==> src/rtl/enigma_pkg.sv <==
// Shared character types for the Enigma datapath: the {dest, char} entry used
// by the core-side input select and by the output demux.
package enigma_pkg;
    localparam int CHAR_W = 8;
    localparam logic DEST_A = 1'b0;
    localparam logic DEST_B = 1'b1;

    typedef struct packed {
        logic              sel;
        logic [CHAR_W-1:0] chr;
    } char_entry_t;

    localparam int ENTRY_W = $bits(char_entry_t);
endpackage

==> src/rtl/char_fifo.sv <==
// In-order FIFO of tagged characters: storage, wrapping pointers and a separate
// occupancy counter. Push while full and pop while empty are ignored.
module char_fifo #(
    parameter int DEPTH = 4,
    parameter int W     = 9
) (
    input  logic                     clk,
    input  logic                     rst,
    input  logic                     push_i,
    input  logic [W-1:0]             wdata_i,
    input  logic                     pop_i,
    output logic [W-1:0]             rdata_o,
    output logic [$clog2(DEPTH):0]   level_o,
    output logic                     full_o,
    output logic                     empty_o
);
    localparam int PW = $clog2(DEPTH);
    localparam int LW = PW + 1;

    logic [W-1:0]  mem [DEPTH];
    logic [PW-1:0] wr_ptr_q, wr_ptr_d;
    logic [PW-1:0] rd_ptr_q, rd_ptr_d;
    logic [LW-1:0] level_q, level_d;
    logic          push, pop;

    assign full_o  = (level_q == LW'(DEPTH));
    assign empty_o = (level_q == '0);
    assign push    = push_i && !full_o;
    assign pop     = pop_i && !empty_o;
    assign rdata_o = mem[rd_ptr_q];
    assign level_o = level_q;

    always_comb begin
        wr_ptr_d = wr_ptr_q;
        rd_ptr_d = rd_ptr_q;
        level_d  = level_q;
        if (push) wr_ptr_d = wr_ptr_q + PW'(1);
        if (pop)  rd_ptr_d = rd_ptr_q + PW'(1);
        case ({push, pop})
            2'b10:   level_d = level_q + LW'(1);
            2'b01:   level_d = level_q - LW'(1);
            default: level_d = level_q;
        endcase
    end

    always_ff @(posedge clk or posedge rst) begin
        if (rst) begin
            wr_ptr_q <= '0;
            rd_ptr_q <= '0;
            level_q  <= '0;
        end else begin
            wr_ptr_q <= wr_ptr_d;
            rd_ptr_q <= rd_ptr_d;
            level_q  <= level_d;
        end
    end

    // Contents need no reset; occupancy alone decides what is valid.
    always_ff @(posedge clk) begin
        if (push) mem[wr_ptr_q] <= wdata_i;
    end
endmodule

==> src/rtl/char_demux9.sv <==
// Steers buffered Enigma characters to the lamp (A) or serial TX (B) consumer
// in strict arrival order. Optional counters enabled by DEMUX_STATS_EN.
module char_demux9
    import enigma_pkg::*;
#(
    parameter int DEPTH = 4
) (
    input  logic                   clk,
    input  logic                   rst,
    input  logic                   in_valid,
    input  logic                   in_sel,
    input  logic [CHAR_W-1:0]      in_data,
    output logic                   in_ready,
    output logic                   a_valid,
    output logic [CHAR_W-1:0]      a_data,
    input  logic                   a_ready,
    output logic                   b_valid,
    output logic [CHAR_W-1:0]      b_data,
    input  logic                   b_ready,
    output logic [$clog2(DEPTH):0] level
`ifdef DEMUX_STATS_EN
    ,
    output logic [15:0]            cnt_a,
    output logic [15:0]            cnt_b,
    output logic [7:0]             drop_cnt
`endif
);
    char_entry_t head, wr_entry;
    logic        full, empty, push, pop_a, pop_b;

    assign wr_entry = '{sel: in_sel, chr: in_data};
    assign in_ready = !full;
    assign push     = in_valid && in_ready;

    char_fifo #(.DEPTH(DEPTH), .W(ENTRY_W)) u_fifo (
        .clk     (clk),
        .rst     (rst),
        .push_i  (push),
        .wdata_i (wr_entry),
        .pop_i   (pop_a || pop_b),
        .rdata_o (head),
        .level_o (level),
        .full_o  (full),
        .empty_o (empty)
    );

    // Only the head is ever presented, so a stalled head blocks both sides.
    assign a_valid = !empty && (head.sel == DEST_A);
    assign b_valid = !empty && (head.sel == DEST_B);
    assign a_data  = a_valid ? head.chr : '0;
    assign b_data  = b_valid ? head.chr : '0;
    assign pop_a   = a_valid && a_ready;
    assign pop_b   = b_valid && b_ready;

`ifdef DEMUX_STATS_EN
    logic [15:0] cnt_a_q, cnt_b_q;
    logic [7:0]  drop_q;

    always_ff @(posedge clk or posedge rst) begin
        if (rst) begin
            cnt_a_q <= '0;
            cnt_b_q <= '0;
            drop_q  <= '0;
        end else begin
            if (pop_a && cnt_a_q != 16'hFFFF)           cnt_a_q <= cnt_a_q + 16'd1;
            if (pop_b && cnt_b_q != 16'hFFFF)           cnt_b_q <= cnt_b_q + 16'd1;
            if (in_valid && !in_ready && drop_q != 8'hFF) drop_q <= drop_q + 8'd1;
        end
    end

    assign cnt_a    = cnt_a_q;
    assign cnt_b    = cnt_b_q;
    assign drop_cnt = drop_q;
`endif
endmodule

==> config.mk <==
export PLATFORM = sky130hd
export DESIGN_NAME = char_demux9
export DESIGN_NICKNAME = d
export VERILOG_FILES = /design/src/rtl/enigma_pkg.sv /design/src/rtl/char_fifo.sv /design/src/rtl/char_demux9.sv
export SDC_FILE = /design/constraint.sdc
export NUM_CORES = 1
export LEC_CHECK = 0
export CORE_AREA = 3 3 63 65
export CTS_BUF_LIST = sky130_fd_sc_hd__clkbuf_16
export CTS_CLUSTER_SIZE = 20
export DETAILED_ROUTE_END_ITERATION = 8
export DIE_AREA = 0 0 66 68
export GPL_ROUTABILITY_DRIVEN = 0
export PLACE_DENSITY = 0.89
export SYNTH_ARGS = -nofsm -noshare
export SYNTH_HDL_FRONTEND = slang
export SYNTH_SLANG_ARGS = --single-unit
==> constraint.sdc <==
create_clock -name clk -period 4.65 [get_ports clk]
set_input_delay 0.465 -clock clk [delete_from_list [all_inputs] [get_ports clk]]
set_output_delay 0.465 -clock clk [all_outputs]
set_load 0.005 [all_outputs]
==> flow_metrics.py, run 1 <==
metrics = {
    "synthesis": {
        "synth_xor_xnor_area_share": 0.0229,
        "synth_compound_area_frac": 0.00654,
        "synthesis.area_um2": 1910,
        "postSynthAreaPerCell_um2": 17.4,
        "synthSimpleGateAreaFrac": 0.0975,
        "yosysSeqAreaShare": 0.657,
        "synth_seq_cells": 43,
        "muxShareOfSynthArea": 0.147,
        "synth_fa_ha_area_frac": 0.0432,
        "synth_nets": 130,
        "synth_top_family_by_area": "multiplexers",
        "syn-instance-count": 110,
        "ys_warn_count": 0,
        "yosysUniqueCellTypes": 26,
    },
    "power_and_ir_drop": {
        "sequentialPowerShare": 0.343,
        "powerDensity_nw_per_um2": 715,
        "p_sw_w": 0.000515,
        "p_leak_nw": 0.919,
        "ir_drop_uv": 398,
        "combPwrFrac": 0.408,
        "clock_power_share": 0.249,
        "p_int_w": 0.00127,
        "swShare": 0.289,
    },
    "finish": {
        "fill_cells": 193,
        "layoutNonFillerInstCount": 197,
        "finalNetCount": 170,
        "multi_input_area_um2": 607,
        "drive_gt1_frac": 0.146,
        "diodes": 0,
        "area_delta_synth_final_pct": 30.2,
        "register_area_um2": 1260,
    },
    "drt": {
        "wl_per_cell_um": 17.1,
        "routed_via_density": 5.31,
        "detailroute.via_count": 1047,
        "drtPass1Iterations": 4,
        "totalWireLength_um": 3370,
        "drt_iter0_markers": 22,
        "drc": 0,
        "ant_nets": 0,
    },
    "worst_hold_path": {
        "hold_path.class": "input port to asynchronous set/reset pin",
    },
    "outcome": {
        "status": "completed",
    },
    "setup_path": {
        "arrival_ps": 2390,
        "critical_path_buf_inv_count": 1,
        "path_cells": "mux2i_2 -> mux2i_4 -> nor2_4 -> and2_1 -> clkdlybuf4s50_1",
        "worst_path_max_delay_cell": "dfrtp_1",
        "worstPathRequired_ps": 4180,
        "crit_type": "flop to output pin",
        "endpoint_kind": "output pin",
        "crit_family": "flip-flops",
        "cp_slowest_stage_delay_ps": 670,
        "crit_path_start_kind": "flop",
        "worstPathMaxFanout": 11,
    },
    "floorplanning": {
        "dieArea_um2": 4490,
        "io_pins": 36,
        "die_h_um": 68,
        "core-area_um2": 3390,
        "fp.dieW_um": 66,
        "rows": 21,
        "start_util": 0.564,
    },
    "sta": {
        "rsz0062_at_grt": "no",
        "maxSlewHeadroom": 0.554,
        "hold_slack_ps": 417,
        "worstMarginPinSlew_ps": 669,
        "finalHoldViolCount": 0,
        "fin_worst_skew_ps": 4.70,
        "post-route-period-util": 0.614,
        "setup_violations": 0,
        "finalSetupTns_ps": 0,
        "max_clock_freq_mhz": 350,
        "min_period_ps": 2860,
        "drv_slew": 0,
    },
    "cts": {
        "numCtsBuffers": 5,
        "hold_buffers": 0,
        "clock_latency_ps": 290,
        "post_cts_resized": 0,
        "postCtsSetupBuffers": 0,
        "cts_root_buf": "clkbuf_16",
        "cts_buffer_depth": 2,
        "clk_pin_slew_ps": 60,
        "cts.sinks": 43,
        "htree_levels": 2,
        "tritoncts": "yes",
    },
    "global_route": {
        "grt.total_usage": 0.178,
        "grt_first_pass_wirelength_um": 5460,
        "grt_max_degree": 14,
        "antenna_found_initial": 0,
        "overflow": 0,
        "grt_pass1_vias": 1112,
    },
    "placement": {
        "port_buffers": 35,
        "hpwl_um": 2330,
        "placedCellCount": 189,
    },
    "job": {
        "maxCapViolations": 0,
    },
}
==> state kept, by name, indices dropped and copies added, names as in the netlist <==
signal	count
u_fifo.mem	36
u_fifo.level_o	3
u_fifo.rd_ptr_q	2
u_fifo.wr_ptr_q	2
==> power by group through the flow <==
stage,clock network [W],registers (W),logic (W)
global placement,0,0.000612,0.000701
detailed placement,0,0.000620,0.000737
global route,0.000460,0.000628,0.000797
CTS,0.000446,0.000615,0.000740
finish,0.000443,0.000611,0.000727
floorplan,0,0.000570,0.000443
==> synth_stat cells <==
| master | instances | area [µm²] |
|---|---|---|
| buf_6 | 1 | 11.3 |
| nand2b_4 | 1 | 13.8 |
| nor2_4 | 1 | 11.3 |
| nor2_1 | 2 | 7.51 |
| and3_1 | 4 | 25.0 |
| xnor2_1 | 2 | 17.5 |
| fa_1 | 1 | 20.0 |
| inv_2 | 1 | 3.75 |
| edfxtp_1 | 36 | 1080 |
| o31ai_1 | 1 | 7.51 |
| nor3_2 | 1 | 10.0 |
| mux2i_2 | 2 | 27.5 |
| ha_1 | 5 | 62.6 |
| xor2_1 | 3 | 26.3 |
| mux4_2 | 8 | 180 |
| nand3_1 | 1 | 5.00 |
| mux2i_4 | 1 | 22.5 |
| mux2_1 | 1 | 11.3 |
| o21ai_0 | 1 | 5.00 |
| dfrtp_1 | 7 | 175 |
| mux2i_1 | 4 | 40.0 |
| nor2b_1 | 8 | 50.1 |
| and2_1 | 9 | 56.3 |
| buf_4 | 1 | 7.51 |
| nor3b_1 | 1 | 7.51 |
| inv_1 | 7 | 26.3 |
==> final timing paths <==
kind,start,end,slack [ps],depth (start not counted)
min reg2reg,u_fifo.level_o[0]$_DFFE_PP0P_,u_fifo.level_o[0]$_DFFE_PP0P_,550,1
max in group asynchronous,rst,u_fifo.level_o[1]$_DFFE_PP0P_,4010,2
min in group clk,u_fifo.level_o[0]$_DFFE_PP0P_,u_fifo.level_o[0]$_DFFE_PP0P_,550,1
max reg2reg,u_fifo.rd_ptr_q[1]$_DFFE_PP0P_,u_fifo.level_o[2]$_DFFE_PP0P_,2070,10
max,u_fifo.rd_ptr_q[1]$_DFFE_PP0P_,a_data[2],1790,5
min,rst,u_fifo.wr_ptr_q[0]$_DFFE_PP0P_,420,2
==> logic make-up after synthesis <==
group                    Yosys count
adder cells (fa/ha/maj)            6
buffers and inverters             10
XOR/XNOR                           5
AO/OA/AOI/OAI                      2
flip-flops                        43
AND/OR/NAND/NOR                   28
multiplexers                      16
==> layout by cell type (no fill, tap or decap), drive strengths merged, types with 3 or more instances in the layout <==
| master | synthesis | final |
|---|---|---|
| and2 | 9 | 9 |
| and3 | 4 | 4 |
| clkbuf | 0 | 5 |
| clkdlybuf4s50 | 0 | 35 |
| dfrtp | 7 | 7 |
| edfxtp | 36 | 36 |
| ha | 5 | 5 |
| inv | 8 | 9 |
| mux2i | 7 | 7 |
| mux4 | 8 | 8 |
| nor2 | 3 | 3 |
| nor2b | 8 | 8 |
| xor2 | 3 | 3 |
==> area by class of cell <==
class / instances / share of cell area
clock inverters: 3 / 0.0256
flip-flops and latches: 43 / 0.505
clock buffers: 5 / 0.0503
inverters: 8 / 0.0121
multi-input cells: 57 / 0.244
repair buffers: 35 / 0.141
well taps: 46 / 0.0231
==> per-layer routing <==
| metal | share of wire | wire length, µm | GRT usage |
|---|---|---|---|
| met1 | 0.39 | 1310 | 0.190 |
| met2 | 0.53 | 1780 | 0.303 |
| met3 | 0.055 | 185 | 0.0509 |
| met4 | 0.028 | 94 | 0.132 |
| met5 | 0 | 0 | 0 |
==> through the flow <==
stage	setup WS (ps)	instance area [µm²]	utilization	total power, W
final	1790	2490	0.735	0.00178
after floorplan	2420	1910	-	0.00101
after detailed placement	2030	2300	0.679	0.00136
after global placement	2120	2300	0.679	0.00131
after global routing	1680	2490	0.735	0.00188
after CTS	1770	2490	0.735	0.00180
==> worst register-to-register path, cell delays in order (launching register included) <==
cell,delay (ps)
dfrtp_1,670
mux2i_2,370
mux2i_4,160
mux2i_1,150
nor2_1,110
ha_1,190
inv_1,60
fa_1,370
xor2_1,150
nor2_1,110
xor2_1,160
No activity file was read; power rests on OpenSTA's default activity.
==> inputs of run 2 (changes only) <==
--- a/config.mk
+++ b/config.mk
@@ -5,13 +5,13 @@
 export SDC_FILE = /design/constraint.sdc
 export NUM_CORES = 1
 export LEC_CHECK = 0
-export CORE_AREA = 3 3 63 65
+export CORE_AREA = 3 3 69 71
 export CTS_BUF_LIST = sky130_fd_sc_hd__clkbuf_16
 export CTS_CLUSTER_SIZE = 20
 export DETAILED_ROUTE_END_ITERATION = 8
-export DIE_AREA = 0 0 66 68
+export DIE_AREA = 0 0 72 74
 export GPL_ROUTABILITY_DRIVEN = 0
-export PLACE_DENSITY = 0.89
+export PLACE_DENSITY = 0.8
 export SYNTH_ARGS = -nofsm -noshare
 export SYNTH_HDL_FRONTEND = slang
 export SYNTH_SLANG_ARGS = --single-unit
==> constraint.sdc (replaced) <==
create_clock -name clk -period 2.5 [get_ports clk]
set_input_delay 0.25 -clock clk [delete_from_list [all_inputs] [get_ports clk]]
set_output_delay 0.25 -clock clk [all_outputs]
set_load 0.005 [all_outputs]
==> run 2 against run 1 <==
Compared with the run above:
- sequential power is 78% higher
- register-to-register slack lost 1800 ps
- die area increased by 19%
- cell count grew 5.6%
- worst hold slack got worse by 190 ps
- wire length grew 0.27%
- non-clock buffer count is 4 higher
- final area rose by 1.2%
- global-route usage shrank 3.3 points
- via count is 0.76% lower
- critical path depth is 1 lower
- clock power increased by 58%
- largest cell class unchanged
==> flow_metrics.py, run 2 (synthesis results as in run 1) <==
metrics = {
    "outcome": {
        "status": "completed",
    },
    "finish": {
        "finalNetCount": 175,
        "final_area_um2": 2520,
        "regMostFlops": "u_fifo.mem",
        "final_common_cell": "edfxtp_1",
        "register_area_um2": 1260,
        "multi_input_area_um2": 613,
        "largest_register_ffs": 36,
        "drive_gt1_frac": 0.167,
        "diodes": 0,
        "fill_cells": 325,
        "area_delta_synth_final_pct": 31.8,
        "layout_common_cells": "36 x edfxtp_1, 35 x clkdlybuf4s50_1, 9 x inv_1, 9 x and2_1",
    },
    "cts": {
        "htree_levels": 2,
        "post_cts_resized": 0,
        "postCtsSetupBuffers": 0,
        "clk_pin_slew_ps": 60,
        "cts_buffer_depth": 2,
        "cts.sinks": 43,
        "hold_buffers": 0,
        "clock_latency_ps": 280,
        "tritoncts": "yes",
        "cts_root_buf": "clkbuf_16",
        "numCtsBuffers": 5,
    },
    "placement": {
        "hpwl_um": 2480,
        "pre_cts_slack_ps": 298,
        "dpl_cell_area_um2": 2340,
        "port_buffers": 35,
    },
    "drt": {
        "ant_nets": 0,
        "routed_via_density": 5.00,
        "drc": 0,
        "totalWireLength_um": 3380,
        "detailroute.via_count": 1039,
        "wl_per_cell_um": 16.3,
        "drtPass1Iterations": 4,
        "drt_iter0_markers": 54,
    },
    "sta": {
        "drv_slew": 0,
        "worstMarginPinSlew_ps": 668,
        "fin_worst_skew_ps": 4.52,
        "maxSlewHeadroom": 0.552,
        "max_clock_freq_mhz": 417,
        "post-route-period-util": 0.960,
        "finalHoldViolCount": 0,
        "min_period_ps": 2400,
        "worst_slack_ps": 99.5,
        "finalSetupTns_ps": 0,
        "rsz0062_at_grt": "no",
        "setup_violations": 0,
    },
    "floorplanning": {
        "dieArea_um2": 5330,
        "start_util": 0.445,
        "io_pins": 36,
        "fp.dieW_um": 72,
        "core-area_um2": 4290,
        "rows": 24,
        "die_h_um": 74,
    },
    "setup_path": {
        "endpoint_kind": "output pin",
        "crit_path_start_kind": "flop",
        "worstPathRequired_ps": 2250,
        "crit_type": "flop to output pin",
        "worstPathMaxFanout": 8,
        "arrival_ps": 2150,
    },
    "job": {
        "maxCapViolations": 0,
    },
    "power_and_ir_drop": {
        "powerDensity_nw_per_um2": 1300,
        "finalPower_w": 0.00329,
        "p_leak_nw": 0.935,
        "ir_drop_uv": 758,
    },
    "worst_hold_path": {
        "hold_path.class": "input port to asynchronous set/reset pin",
    },
    "global_route": {
        "overflow": 0,
        "grt.total_usage": 0.146,
        "grt_max_degree": 14,
        "antenna_found_initial": 0,
        "grt_first_pass_wirelength_um": 5690,
        "grt_pass1_vias": 1181,
    },
}
[run 2: cell types whose count changed in the layout (fill, tap and decap cells not counted)]
cell,before,now
nor2_2,0,1
bufinv_16,2,1
inv_1,8,9
buf_12,0,1
buf_4,0,3
[run 2: area by class of cell]
cell class                 count  area share
clock inverter                 3      0.0149
multi-input combinational     58       0.243
inverter                       8      0.0119
timing repair buffer          39       0.156
clock buffer                   5      0.0497
sequential                    43       0.499
tap                           52      0.0258
[run 2: path summary, 6_finish.rpt]
check,slack [ps],depth (start not counted),to,startpoint
worst min register to register,550,1,u_fifo.level_o[0]$_DFFE_PP0P_,u_fifo.level_o[0]$_DFFE_PP0P_
worst min-delay path,230,2,u_fifo.wr_ptr_q[1]$_DFFE_PP0P_,rst
max in group asynchronous,2040,2,u_fifo.wr_ptr_q[0]$_DFFE_PP0P_,rst
worst max register to register,300,10,u_fifo.level_o[2]$_DFFE_PP0P_,u_fifo.rd_ptr_q[1]$_DFFE_PP0P_
worst max-delay path,100,4,a_data[7],u_fifo.rd_ptr_q[0]$_DFFE_PP0P_
min in group clk,550,1,u_fifo.level_o[0]$_DFFE_PP0P_,u_fifo.level_o[0]$_DFFE_PP0P_
[run 2: report_power, final]
part / switching, W / internal [W]
Sequential: 0.000115 / 0.000974
Combinational: 0.000614 / 0.000887
Clock: 0.000235 / 0.000463
[run 2: worst max-delay path, stage by stage, from the launching register on]
cell and delay (ps):
dfrtp_1 560, buf_12 190, mux4_2 510, and2_1 170
clkdlybuf4s50_1 440
[run 2: per-stage QoR]
stage               hold slack, ps   util  cells
global placement               495  0.546    198
floorplan                     53.4      -    110
detailed placement             529  0.546    198
finish                         226  0.587    208
global route                   273  0.587    208
CTS                            234  0.584    206
[run 2: metal layers]
| metal | global-route usage | routed length, µm | vias up |
|---|---|---|---|
| li1 | - | - | 497 |
| met1 | 0.170 | 1450 | 506 |
| met2 | 0.261 | 1750 | 34 |
| met3 | 0.0270 | 157 | 2 |
| met4 | 0.0689 | 22 | 0 |
| met5 | 0 | 0 | - |
